`config.mk`:
```
export PLATFORM = sky130hd
export DESIGN_NAME = memarbiter_flat
export DESIGN_NICKNAME = d
export VERILOG_FILES = /design/src/rtl/memarb_pkg.sv /design/src/rtl/memarbiter_if.sv /design/src/rtl/memarb_prio.sv /design/src/rtl/memarbiter.sv /design/src/flat_wrapper.sv
export SDC_FILE = /design/constraint.sdc
export NUM_CORES = 1
export LEC_CHECK = 0
export CAP_MARGIN = 10
export CORE_ASPECT_RATIO = 2
export CORE_MARGIN = 4
export CORE_UTILIZATION = 34
export DETAILED_ROUTE_END_ITERATION = 6
export PLACE_DENSITY = 0.76
export SYNTH_ARGS = -nofsm -noshare
export SYNTH_HDL_FRONTEND = slang
export SYNTH_SLANG_ARGS = --single-unit
```
`constraint.sdc`:
```
create_clock -name clk -period 1.52 [get_ports clk]
set_clock_uncertainty 0.15 [all_clocks]
set_input_delay 0.304 -clock clk [delete_from_list [all_inputs] [get_ports clk]]
set_output_delay 0.304 -clock clk [all_outputs]
set_load 0.1 [all_outputs]
```
`src/rtl/memarb_pkg.sv`:
```
`default_nettype none
// ============================================================================
// Module   : memarb_pkg
// Brief    : Shared encodings for the memory arbiter (states, requester slots).
// Revision : 1.0
// ============================================================================
package memarb_pkg;

    localparam logic [1:0] IDLE = 2'd0;
    localparam logic [1:0] BUSY = 2'd1;
    localparam logic [1:0] RESP = 2'd2;

    // Bit positions inside every 3-bit grant / done vector
    localparam int REQ_WB = 0;
    localparam int REQ_D  = 1;
    localparam int REQ_I  = 2;

    localparam logic [31:0] BADDATA     = 32'hDEADBEEF;
    localparam logic [3:0]  FULL_BYTEEN = 4'b1111;

endpackage
`default_nettype wire

```
`src/rtl/memarbiter_if.sv`:
```
`default_nettype none
// ============================================================================
// Module   : memarbiter_if
// Brief    : Requester and main-memory bus bundle seen by the memory arbiter.
// Revision : 1.0
// ============================================================================
interface memarbiter_if;

    logic        swc;
    logic        wben;
    logic [29:0] wbadr;
    logic [31:0] wbdata;
    logic [3:0]  wbbyteen;
    logic        den;
    logic [29:0] dadr;
    logic        ien;
    logic [29:0] iadr;
    logic        wbdone;
    logic        ddone;
    logic        idone;
    logic [31:0] rdata;
    logic [29:0] memadr;
    logic [31:0] memwdata;
    logic [3:0]  membyteen;
    logic        memrwb;
    logic        memen;
    logic [31:0] memrdata;
    logic        memdone;
    logic        err;

    // master: the arbiter itself, which masters the main-memory port
    modport master (
        input  swc, wben, wbadr, wbdata, wbbyteen, den, dadr, ien, iadr,
        input  memrdata, memdone,
        output wbdone, ddone, idone, rdata,
        output memadr, memwdata, membyteen, memrwb, memen, err
    );

    modport slave (
        output swc, wben, wbadr, wbdata, wbbyteen, den, dadr, ien, iadr,
        output memrdata, memdone,
        input  wbdone, ddone, idone, rdata,
        input  memadr, memwdata, membyteen, memrwb, memen, err
    );

endinterface
`default_nettype wire

```
`src/rtl/memarb_prio.sv`:
```
`default_nettype none
// ============================================================================
// Module   : memarb_prio
// Brief    : Combinational fixed-priority grant: wb first, then d/i by swc.
// Revision : 1.0
// ============================================================================
module memarb_prio
    import memarb_pkg::*;
(
    input  wire logic       wben,
    input  wire logic       den,
    input  wire logic       ien,
    input  wire logic       swc,
    output logic [2:0]      grant
);

    always_comb begin
        grant = 3'b000;
        if (wben) begin
            grant[REQ_WB] = 1'b1;
        end else if (swc) begin
            if (ien)
                grant[REQ_I] = 1'b1;
            else if (den)
                grant[REQ_D] = 1'b1;
        end else begin
            if (den)
                grant[REQ_D] = 1'b1;
            else if (ien)
                grant[REQ_I] = 1'b1;
        end
    end

endmodule
`default_nettype wire

```
`src/rtl/memarbiter.sv`:
```
`default_nettype none
// ============================================================================
// Module   : memarbiter
// Brief    : Single-port main-memory arbiter for write buffer, dcache, icache.
//            Optional BUSY watchdog enabled by defining MEMARB_WATCHDOG_EN.
// Revision : 1.0
// ============================================================================
module memarbiter
    import memarb_pkg::*;
#(
    parameter int TIMEOUT = 255
) (
    input  wire logic     clk,
    input  wire logic     reset,
    memarbiter_if.master  bus
);

    logic [1:0]  r_state;
    logic [1:0]  w_state_nxt;
    logic [2:0]  w_grant;
    logic [2:0]  r_grant;
    logic [2:0]  w_done;
    logic        w_req_any;
    logic        w_timeout;

    logic        r_memen;
    logic [29:0] r_memadr;
    logic [31:0] r_memwdata;
    logic [3:0]  r_membyteen;
    logic        r_memrwb;
    logic [31:0] r_rdata;

    memarb_prio u_prio (
        .wben  (bus.wben),
        .den   (bus.den),
        .ien   (bus.ien),
        .swc   (bus.swc),
        .grant (w_grant)
    );

    assign w_req_any = |w_grant;

    always_ff @(posedge clk or negedge reset) begin
        if (!reset)
            r_state <= IDLE;
        else
            r_state <= w_state_nxt;
    end

    always_comb begin
        w_state_nxt = r_state;
        case (r_state)
            IDLE:    if (w_req_any) w_state_nxt = BUSY;
            BUSY:    if (bus.memdone || w_timeout) w_state_nxt = RESP;
            RESP:    w_state_nxt = IDLE;
            default: w_state_nxt = IDLE;
        endcase
    end

    always_comb begin
        w_done = 3'b000;
        if (r_state == RESP)
            w_done = r_grant;
    end

    // Memory request is captured once at grant and held untouched through BUSY
    always_ff @(posedge clk or negedge reset) begin
        if (!reset) begin
            r_grant     <= 3'b000;
            r_memen     <= 1'b0;
            r_memadr    <= 30'd0;
            r_memwdata  <= 32'd0;
            r_membyteen <= 4'b0000;
            r_memrwb    <= 1'b1;
            r_rdata     <= 32'd0;
        end else begin
            case (r_state)
                IDLE: begin
                    if (w_req_any) begin
                        r_grant <= w_grant;
                        r_memen <= 1'b1;
                        if (w_grant[REQ_WB]) begin
                            r_memadr    <= bus.wbadr;
                            r_memwdata  <= bus.wbdata;
                            r_membyteen <= bus.wbbyteen;
                            r_memrwb    <= 1'b0;
                        end else begin
                            r_memadr    <= w_grant[REQ_D] ? bus.dadr : bus.iadr;
                            r_membyteen <= FULL_BYTEEN;
                            r_memrwb    <= 1'b1;
                        end
                    end
                end
                BUSY: begin
                    if (bus.memdone) begin
                        r_memen <= 1'b0;
                        if (r_memrwb)
                            r_rdata <= bus.memrdata;
                    end else if (w_timeout) begin
                        r_memen <= 1'b0;
                        r_rdata <= BADDATA;
                    end
                end
                default: ;
            endcase
        end
    end

`ifdef MEMARB_WATCHDOG_EN
    localparam logic [7:0] WD_LAST = 8'(TIMEOUT - 1);

    logic [7:0] r_wdcnt;
    logic       r_err;

    // Counter reads 0 in the first BUSY cycle, so BUSY lasts TIMEOUT cycles
    assign w_timeout = (r_state == BUSY) && !bus.memdone && (r_wdcnt == WD_LAST);

    always_ff @(posedge clk or negedge reset) begin
        if (!reset) begin
            r_wdcnt <= 8'd0;
            r_err   <= 1'b0;
        end else begin
            if (r_state == BUSY)
                r_wdcnt <= r_wdcnt + 8'd1;
            else
                r_wdcnt <= 8'd0;
            if (w_timeout)
                r_err <= 1'b1;
        end
    end

    assign bus.err = r_err;
`else
    assign w_timeout = 1'b0;
    assign bus.err   = 1'b0;
`endif

    assign bus.wbdone    = w_done[REQ_WB];
    assign bus.ddone     = w_done[REQ_D];
    assign bus.idone     = w_done[REQ_I];
    assign bus.rdata     = r_rdata;
    assign bus.memen     = r_memen;
    assign bus.memadr    = r_memadr;
    assign bus.memwdata  = r_memwdata;
    assign bus.membyteen = r_membyteen;
    assign bus.memrwb    = r_memrwb;

endmodule
`default_nettype wire

```
`src/flat_wrapper.sv`:
```
// flat-port wrapper written by rule: the top's interface ports become plain ports
module memarbiter_flat import memarb_pkg::*;
#(
    parameter int TIMEOUT = 255
)
  (clk, reset, bus_swc, bus_wben, bus_wbadr, bus_wbdata, bus_wbbyteen, bus_den, bus_dadr, bus_ien, bus_iadr, bus_memrdata, bus_memdone, bus_wbdone, bus_ddone, bus_idone, bus_rdata, bus_memadr, bus_memwdata, bus_membyteen, bus_memrwb, bus_memen, bus_err);
  memarbiter_if bus_i ();
  input  wire logic clk;
  input  wire logic reset;
  input wire logic [$bits(bus_i.swc)-1:0] bus_swc;
  input wire logic [$bits(bus_i.wben)-1:0] bus_wben;
  input wire logic [$bits(bus_i.wbadr)-1:0] bus_wbadr;
  input wire logic [$bits(bus_i.wbdata)-1:0] bus_wbdata;
  input wire logic [$bits(bus_i.wbbyteen)-1:0] bus_wbbyteen;
  input wire logic [$bits(bus_i.den)-1:0] bus_den;
  input wire logic [$bits(bus_i.dadr)-1:0] bus_dadr;
  input wire logic [$bits(bus_i.ien)-1:0] bus_ien;
  input wire logic [$bits(bus_i.iadr)-1:0] bus_iadr;
  input wire logic [$bits(bus_i.memrdata)-1:0] bus_memrdata;
  input wire logic [$bits(bus_i.memdone)-1:0] bus_memdone;
  output wire logic [$bits(bus_i.wbdone)-1:0] bus_wbdone;
  output wire logic [$bits(bus_i.ddone)-1:0] bus_ddone;
  output wire logic [$bits(bus_i.idone)-1:0] bus_idone;
  output wire logic [$bits(bus_i.rdata)-1:0] bus_rdata;
  output wire logic [$bits(bus_i.memadr)-1:0] bus_memadr;
  output wire logic [$bits(bus_i.memwdata)-1:0] bus_memwdata;
  output wire logic [$bits(bus_i.membyteen)-1:0] bus_membyteen;
  output wire logic [$bits(bus_i.memrwb)-1:0] bus_memrwb;
  output wire logic [$bits(bus_i.memen)-1:0] bus_memen;
  output wire logic [$bits(bus_i.err)-1:0] bus_err;
  assign bus_i.swc = bus_swc;
  assign bus_i.wben = bus_wben;
  assign bus_i.wbadr = bus_wbadr;
  assign bus_i.wbdata = bus_wbdata;
  assign bus_i.wbbyteen = bus_wbbyteen;
  assign bus_i.den = bus_den;
  assign bus_i.dadr = bus_dadr;
  assign bus_i.ien = bus_ien;
  assign bus_i.iadr = bus_iadr;
  assign bus_i.memrdata = bus_memrdata;
  assign bus_i.memdone = bus_memdone;
  assign bus_wbdone = bus_i.wbdone;
  assign bus_ddone = bus_i.ddone;
  assign bus_idone = bus_i.idone;
  assign bus_rdata = bus_i.rdata;
  assign bus_memadr = bus_i.memadr;
  assign bus_memwdata = bus_i.memwdata;
  assign bus_membyteen = bus_i.membyteen;
  assign bus_memrwb = bus_i.memrwb;
  assign bus_memen = bus_i.memen;
  assign bus_err = bus_i.err;
  memarbiter #(.TIMEOUT(TIMEOUT)) u_core (.clk(clk), .reset(reset), .bus(bus_i));
endmodule
```
==> impl_results.md, run 1 <==
* Maximum fanout along the worst path at 4
* Initial drt markers at 113
* Slew Limit Fails at 0
* Most frequent cells in the layout: clkdlybuf4s50_1 (160), buf_12 (119), dfrtp_1 (103)
* Net count reported at finish at 863
* Initial antenna violation count at 1
* Critical path, cell by cell: nor2b_4 > and2_4 > buf_12
* Final WL at 18.9 mm
* Final Setup Violations at 106
* Core area at 13400 um2
* Vias in the first global route at 4800
* Crit. End Element: primary output
* Data arrival, critical path at 1250 ps
* Status: finished with violations
* CTS tree: yes
* Insertion delay to the later sink of the worst-skew pair at 340 ps
* DP HPWL at 12.8 mm
* Grt total ovfl at 0
* Row cnt at 60
* IO Count at 269
* Synth Instances at 394
* Ys async rst share at 100%
* Worst setup SP type: flop
* Synth Warn # at 0
* Initial core utilization at 34.6%
* Vias/cell at 5.26
* Seq/Total Area, Yosys at 56.9%
* CTS Buf Count at 9
* Synth Flop Type: dfrtp_1
* MaxCap Viol Count at 0
* Pin count of the biggest net entering global routing at 43
* CP peak stage delay at 440 ps
* Worst Path Required at 1070 ps
* Mapped Area at 4620 um2
* Worst Setup Slack, final at -182 ps
* Yosys top cell by area: dfrtp_1
* Area growth, synth to finish at 116%
* CP max-delay cell: dfrtp_2
* Synth Net Count at 559
* Clock slew at reported path FFs at 80 ps
* CTS H-Tree Depth at 3
* CTS Buffer Depth at 2
* Hold violation count in the final report at 0
* Crit path from: u_core.r_state[0]$_DFFE_PN0P_
* Layout cells sized above 1 at 43.4%
* Worst reg2reg path startpoint: u_core.r_state[1]$_DFFE_PN0P_
* Routed Antenna Nets at 0
* Critical path type: flop to primary output
* Post-synth EDFFs at 0
* TNS Setup at -11010 ps
* First-pass GRT wire length at 26.1 mm
* Min Tclk post-route at 1700 ps
* Post-synth top area share at 56.4%
* Die area at 15600 um2
* Die X at 90.4 um
* PortBufs at 267
* Sink Count at 105
* FMAX at 0.588 GHz
* Post-synth cell types at 30
* Height of the die at 173 um
* Root buffer cell: clkbuf_16
* DRC viols at 0
* RSZ-0062 raised after global routing: true
* Via count at 4522
* Final period util at 112%
* Syn_area_per_cell at 11.7 um2
* Synth area leaders: dfrtp_1 (56%), mux2_2 (16%), nand3_1 (5.3%)
* Final GP Congestion at 0.806
* Pre-Repair DR Iteration Count at 4
* Commonest non-fill, non-tap cell in the layout: clkdlybuf4s50_1
* Number of synthesized register bits at 105
* Average routed wire per standard cell at 22.0 um
* Violated checks: negative setup slack
* Tightest Hold Check Type: primary input to asynchronous set/reset pin
* GRT Util Overall at 21.4%
==> timing repair <==
item	CTS	global route
setup endpoints to repair	106	107
hold buffers	1	0
resized for setup	37	89
pin swaps	3	9
cloned	9	7
buffers inserted	9	5
endpoints found under the hold margin	104	0
==> through the flow <==
step / worst slack, ps / util, % / std cells / area, um2 / hold slack, ps
2_1_floorplan: -55.3 / - / 394 / 4690 / -142
3_3_place_gp: -488 / 65.4 / 812 / 8740 / 14.6
3_5_place_dp: -553 / 65.4 / 812 / 8740 / 15.4
4_1_cts: -198 / 70.0 / 847 / 9360 / 190
5_1_grt: -237 / 74.7 / 859 / 9990 / 201
6_report: -182 / 74.7 / 859 / 9990 / 190
==> state kept, by name (all words and copies together), names as in the netlist <==
register and cells:
u_core.bus.memen 1, u_core.bus.membyteen 4, u_core.bus.rdata 32, u_core.r_grant 3
u_core.bus.memadr 30, u_core.r_state 2, u_core.bus.memwdata 32, u_core.bus.memrwb 1
==> final timing paths <==
path | to | slack (ps) | depth (start not counted)
setup / recovery | bus_idone | -180 | 3
hold / removal | u_core.bus.memwdata[18]$_DFFE_PN0P_ | 190 | 2
setup reg to reg | u_core.bus.memadr[14]$_DFFE_PN0P_ | -180 | 6
hold reg to reg | u_core.r_grant[0]$_DFFE_PN0P_ | 330 | 1
max in group asynchronous | u_core.bus.membyteen[2]$_DFFE_PN0P_ | 550 | 3
min in group clk | u_core.r_grant[0]$_DFFE_PN0P_ | 330 | 1
==> cell families after synthesis <==
logic type,share of synthesized area [%]
flip-flops,56.9
buffers and inverters,4.55
other,0.0812
AO/OA/AOI/OAI,12.3
multiplexers,15.9
AND/OR/NAND/NOR,10.3
==> cells in the mapped netlist (all sizes together), types with 2 or more instances <==
master / number
a41oi: 19
nand3: 49
clkbuf: 20
o21ai: 5
buf: 15
and2: 15
nand2b: 2
nand2: 21
inv: 7
a31oi: 26
mux2: 65
a21oi: 34
dfrtp: 104
==> per-layer routing <==
metal / wire length [um] / share of wire (%) / vias to the layer above / GRT usage (%)
met5: 0 / 0 / - / 0
met1: 6270 / 33 / 2221 / 20.4
met4: 680 / 3.6 / 0 / 9.34
met3: 922 / 4.9 / 38 / 3.96
met2: 11100 / 58 / 211 / 43.1
li1: - / - / 2052 / -
==> area by class of cell <==
cell class / instances / area, um2
Antenna cell: 1 / 2.50
Clock buffer: 9 / 225
Clock inverter: 7 / 61.3
Fill cell: 851 / 3380
Inverter: 7 / 28.8
Multi-Input combinational cell: 253 / 2310
Sequential cell: 105 / 2630
Tap cell: 155 / 194
Timing Repair Buffer: 322 / 4530
==> critical path, delay by kind of cell (launching register included) <==
kind	cells	cell delay (ps)
buf+inv	1	160
flops	1	440
simple gates	2	300
Power of run 1 is left out: the tool's default activity adds up to more than one toggle a clock period on the data nets, which glitch-free logic cannot reach.
==> run 2, diff against run 1 <==
Settings changed: ABC_AREA from default to 1, CORE_UTILIZATION 34 to 35, PLACE_DENSITY 0.76 to 0.77, SLEW_MARGIN from default to 25.
==> run 2 against run 1 <==
Register-to-register slack better by 100 ps. Via count up 16%. Highest routed layer unchanged. The flow still finishes with violations (negative setup slack). Cell area is 5.2% lower. Largest cell class unchanged. Critical path depth is 1 higher.
==> impl_results.md, run 2 <==
* Number of cells on the worst reg-to-reg path at 7
* Data arrival, critical path at 1190 ps
* Final WL at 18.8 mm
* IO Count at 269
* Synth Warn # at 0
* Min Tclk post-route at 1650 ps
* Ys async rst share at 100%
* CTS tree: yes
* Synth Flop Type: dfrtp_1
* DP HPWL at 13.9 mm
* Area growth, synth to finish at 97.7%
* CP endpoint: bus_idone
* Number of synthesized register bits at 105
* GRT Util Overall at 22.8%
* Final period util at 108%
* Synth Instances at 596
* Slew Limit Fails at 0
* ANT cells at 0
* Post-synth top area share at 54.3%
* Top cells by count, synth: nand2_1 (286), dfrtp_1 (104), nand3_1 (92), nand4_1 (31), clkbuf_1 (22)
* Maximum fanout along the worst path at 3
* Synth area leaders: dfrtp_1 (54%), nand2_1 (22%), nand3_1 (9.6%)
* Via count at 5235
* Seq/Total Area, Yosys at 54.9%
* Violated checks: negative setup slack
* DRC viols at 0
* Die X at 90.7 um
* Hold violation count in the final report at 0
* CTS H-Tree Depth at 3
* Initial core utilization at 35.7%
* Crit path from: u_core.r_state[1]$_DFFE_PN0P_
* Vias in the first global route at 5417
* Layout cells sized above 1 at 23.9%
* Clock slew at reported path FFs at 70 ps
* Pin count of the biggest net entering global routing at 43
* CTS Buf Count at 9
* Final GP Congestion at 0.873
* Insertion delay to the later sink of the worst-skew pair at 330 ps
* Core area at 13400 um2
* Root buffer cell: clkbuf_16
* Tightest Hold Check Type: primary input to asynchronous set/reset pin
* Yosys top cell by area: dfrtp_1
* Mapped Area at 4790 um2
* MaxCap Viol Count at 0
* TNS Setup at -2900 ps
* Critical path type: flop to primary output
* Sink Count at 105
* Die area at 15700 um2
* RSZ-0062 raised after global routing: true
* Commonest non-fill, non-tap cell in the layout: nand2_1
* Worst reg2reg path startpoint: u_core.r_state[0]$_DFFE_PN0P_
* Row cnt at 60
* Worst Path Required at 1070 ps
* Net count reported at finish at 1038
* First-pass GRT wire length at 28.2 mm
* Initial antenna violation count at 0
* Pre-Repair DR Iteration Count at 5
* Synth Net Count at 761
* Post-synth EDFFs at 0
* CTS Buffer Depth at 2
* Most frequent cells in the layout: nand2_1 (265), clkdlybuf4s50_1 (163), buf_12 (113)
* PortBufs at 267
* Worst Setup Slack, final at -127 ps
* Initial drt markers at 170
* FMAX at 0.607 GHz
* Reg2reg end: u_core.bus.rdata[16]$_DFFE_PN0P_
* Average routed wire per standard cell at 18.2 um
* Post-synth cell types at 23
* Grt total ovfl at 0
* Most numerous cell in the Yosys netlist: nand2_1
* Final Setup Violations at 78
* Status: finished with violations
* Syn_area_per_cell at 8.04 um2
* Height of the die at 173 um
* Crit. End Element: primary output
* Vias/cell at 5.07
* Worst setup SP type: flop
* Routed Antenna Nets at 0
* R2r setup slk at -80 ps
==> run 2: per-stage QoR <==
stage	instance area, um2	std cells	utilization [%]	hold slack (ps)	worst slack [ps]
floorplan	4840	596	-	-142	-56.0
global placement	8820	1005	65.6	44.7	-283
detailed placement	8820	1005	65.6	46.3	-341
CTS	9170	1026	68.2	242	-143
global route	9470	1033	70.5	265	-188
finish	9470	1033	70.5	245	-127
==> run 2: layout make-up <==
class / instances / area, um2
Timing Repair Buffer: 308 / 4210
Fill cell: 932 / 3970
Sequential cell: 105 / 2630
Multi-Input combinational cell: 440 / 2110
Clock buffer: 9 / 225
Tap cell: 155 / 194
Clock inverter: 7 / 65.1
Inverter: 9 / 36.3
==> run 2: worst max-delay path, stage by stage, from the launching register on <==
cell and delay [ps]:
dfrtp_1 380, buf_6 120, nand2_4 80, nor2_4 110
buf_12 180
==> run 2: routing by layer <==
metal / global-route usage [%] / vias to the layer above / part of all wire [%]
met5: 0 / - / 0
met4: 14.6 / 0 / 7.2
met3: 5.30 / 76 / 6.9
met2: 40.1 / 247 / 52
met1: 24.0 / 2441 / 34
li1: - / 2471 / -
==> run 2: repair_timing <==
item | in CTS | in global routing
resized for setup | 3 | 47
setup endpoints to repair | 29 | 105
pin swaps | 2 | 18
hold buffers | 1 | 0
buffers inserted | 4 | 1
gates cloned | 0 | 6
endpoints found under the hold margin | 96 | 0
==> run 2: cells by family (layout without fill, tap and decap cells) <==
| logic type | Yosys count | in the layout | share of synthesized area (%) |
|---|---|---|---|
| AOI/OAI and AO/OA | 6 | 6 | 0.705 |
| buffers and inverters | 54 | 333 | 6.03 |
| DFF | 105 | 105 | 54.9 |
| other | 1 | 1 | 0.0783 |
| and+or+nand+nor | 430 | 433 | 38.3 |
==> run 2: worst min-delay path by stage <==
stage / start / to / slack [ps] / cells after the start
2_1_floorplan: reset / u_core.bus.memadr[0]$_DFFE_PN0P_ / -140 / 0
3_3_place_gp: reset / u_core.bus.membyteen[3]$_DFFE_PN0P_ / 40 / 1
3_5_place_dp: reset / u_core.bus.membyteen[3]$_DFFE_PN0P_ / 50 / 1
4_1_cts: reset / u_core.bus.memwdata[6]$_DFFE_PN0P_ / 240 / 2
5_1_grt: reset / u_core.bus.memwdata[6]$_DFFE_PN0P_ / 270 / 2
6_report: reset / u_core.bus.membyteen[3]$_DFFE_PN0P_ / 250 / 2
Power of run 2 is left out for the same reason.
==> run 3, diff against run 2 <==
Clock period 1.52 ns to 1.5 ns, I/O delays scaled along.
==> run 3 against run 2 <==
The flow still finishes with violations (negative setup slack). Via count decreased by 0.96%. Cell area decreased by 1.8%. Utilization decreased by 1.3 points. Critical path depth unchanged. Routed wire length decreased by 2.3%. Worst hold slack got worse by 11 ps. Register-to-register slack about the same. Non-clock buffer count decreased by 1. Largest cell class unchanged. Flip-flop and latch count unchanged. Setup slack got worse by 8.6 ps. Die area unchanged.
==> impl_results.md, run 3 (synthesized netlist as in run 2, its figures left out) <==
* Status: finished with violations
* Violated checks: negative setup slack
* MaxCap Viol Count at 0
* Final Setup Violations at 76
* Worst reg2reg path startpoint: u_core.r_state[1]$_DFFE_PN0P_
* Worst setup SP type: flop
* CTS tree: yes
* DP HPWL at 14.0 mm
* Row cnt at 60
* Most frequent cells in the layout: nand2_1 (280), clkdlybuf4s50_1 (163), buf_12 (112)
* Net count reported at finish at 1036
* Height of the die at 173 um
* Maximum fanout along the worst path at 3
* Area growth, synth to finish at 94.1%
* IO Count at 269
* FMAX at 0.611 GHz
* Hold_ws at 234 ps
* Critical path type: flop to primary output
* Grt total ovfl at 0
* Core area at 13400 um2
* Pin count of the biggest net entering global routing at 43
* CTS Buf Count at 9
* Layout cells sized above 1 at 20.7%
* Hold violation count in the final report at 0
* Final WL at 18.4 mm
* Worst Setup Slack, final at -136 ps
* CTS H-Tree Depth at 3
* Tightest Hold Check Type: primary input to asynchronous set/reset pin
* Area after DPL at 8830 um2
* RSZ-0062 raised after global routing: true
* Clock slew at reported path FFs at 70 ps
* Root buffer cell: clkbuf_16
* Initial drt markers at 229
* Vias in the first global route at 5385
* CTS Buffer Depth at 2
* PortBufs at 267
* First-pass GRT wire length at 28.2 mm
* Die X at 90.7 um
* Final GP Congestion at 0.868
* Min Tclk post-route at 1640 ps
* Vias/cell at 5.03
* Final core utilization at 69.2%
* Commonest non-fill, non-tap cell in the layout: nand2_1
* Initial antenna violation count at 0
* GRT Util Overall at 22.6%
* Crit path from: u_core.r_state[1]$_DFFE_PN0P_
* Via count at 5185
* Die area at 15700 um2
* Pre-Repair DR Iteration Count at 5
* Worst Path Required at 1050 ps
* Initial core utilization at 35.7%
* Sink Count at 105
* Fin area at 9300 um2
* Average routed wire per standard cell at 17.8 um
* Insertion delay to the later sink of the worst-skew pair at 330 ps
* Crit. End Element: primary output
* Data arrival, critical path at 1190 ps
* Final period util at 109%
* Slew Limit Fails at 0
* DRC viols at 0
* ANT cells at 0
* Routed Antenna Nets at 0
## run 3: cell types whose count changed in the layout (fill, tap and decap cells not counted), moves of 2 or more
cell        change
clkinv_4        +3
clkinvlp_4      -2
nand2_1        +15
nand2_2        -13
nand2_8         -2
nand3_1        +11
nand3_2        -10
## run 3: final timing paths
| path | end | slack (ps) | cells after the start |
|---|---|---|---|
| min in group clk | u_core.bus.memwdata[5]$_DFFE_PN0P_ | 340 | 3 |
| worst min-delay path | u_core.bus.membyteen[3]$_DFFE_PN0P_ | 230 | 2 |
| worst max register to register | u_core.bus.memadr[19]$_DFFE_PN0P_ | -90 | 7 |
| max in group asynchronous | u_core.bus.memrwb$_DFFE_PN1P_ | 450 | 3 |
| worst min register to register | u_core.bus.rdata[28]$_DFFE_PN0P_ | 390 | 2 |
| worst max-delay path | bus_idone | -140 | 4 |
## run 3: stage by stage
stage,TNS [ps],instances,setup slack [ps]
floorplan,-2320,596,-76.0
global placement,-27780,1006,-303
detailed placement,-30260,1006,-338
CTS,-5120,1026,-154
global route,-10570,1031,-195
finish,-3700,1031,-136
## run 3: final cells by class
cell class | instances | area, um2
Timing Repair Buffer | 307 | 4180
Fill cell | 995 | 4140
Sequential cell | 105 | 2630
Multi-Input combinational cell | 439 | 1970
Clock buffer | 11 | 243
Tap cell | 155 | 194
Clock inverter | 5 | 46.3
Inverter | 9 | 36.3
## run 3: timing repair
action                                 CTS  global route
gates resized for setup                  2            15
setup endpoints to repair               40           107
pin swaps                                2             5
cloned                                   0             4
endpoints found under the hold margin  104             0
buffers inserted                         3             1
hold buffers                             1             0
## run 3: critical path, cell delays in order, from the launching register on
cell	delay (ps)
dfrtp_1	360
buf_4	130
nand2_4	80
nor2_4	100
buf_12	180
## run 3: per-layer routing
metal | up-vias | part of all wire (%) | track usage, %
li1 | 2462 | - | -
met5 | - | 0 | 0
met4 | 0 | 3.7 | 10.5
met1 | 2457 | 35 | 24.2
met2 | 228 | 56 | 41.8
met3 | 38 | 6.0 | 4.56
Power of run 3 is left out for the same reason.
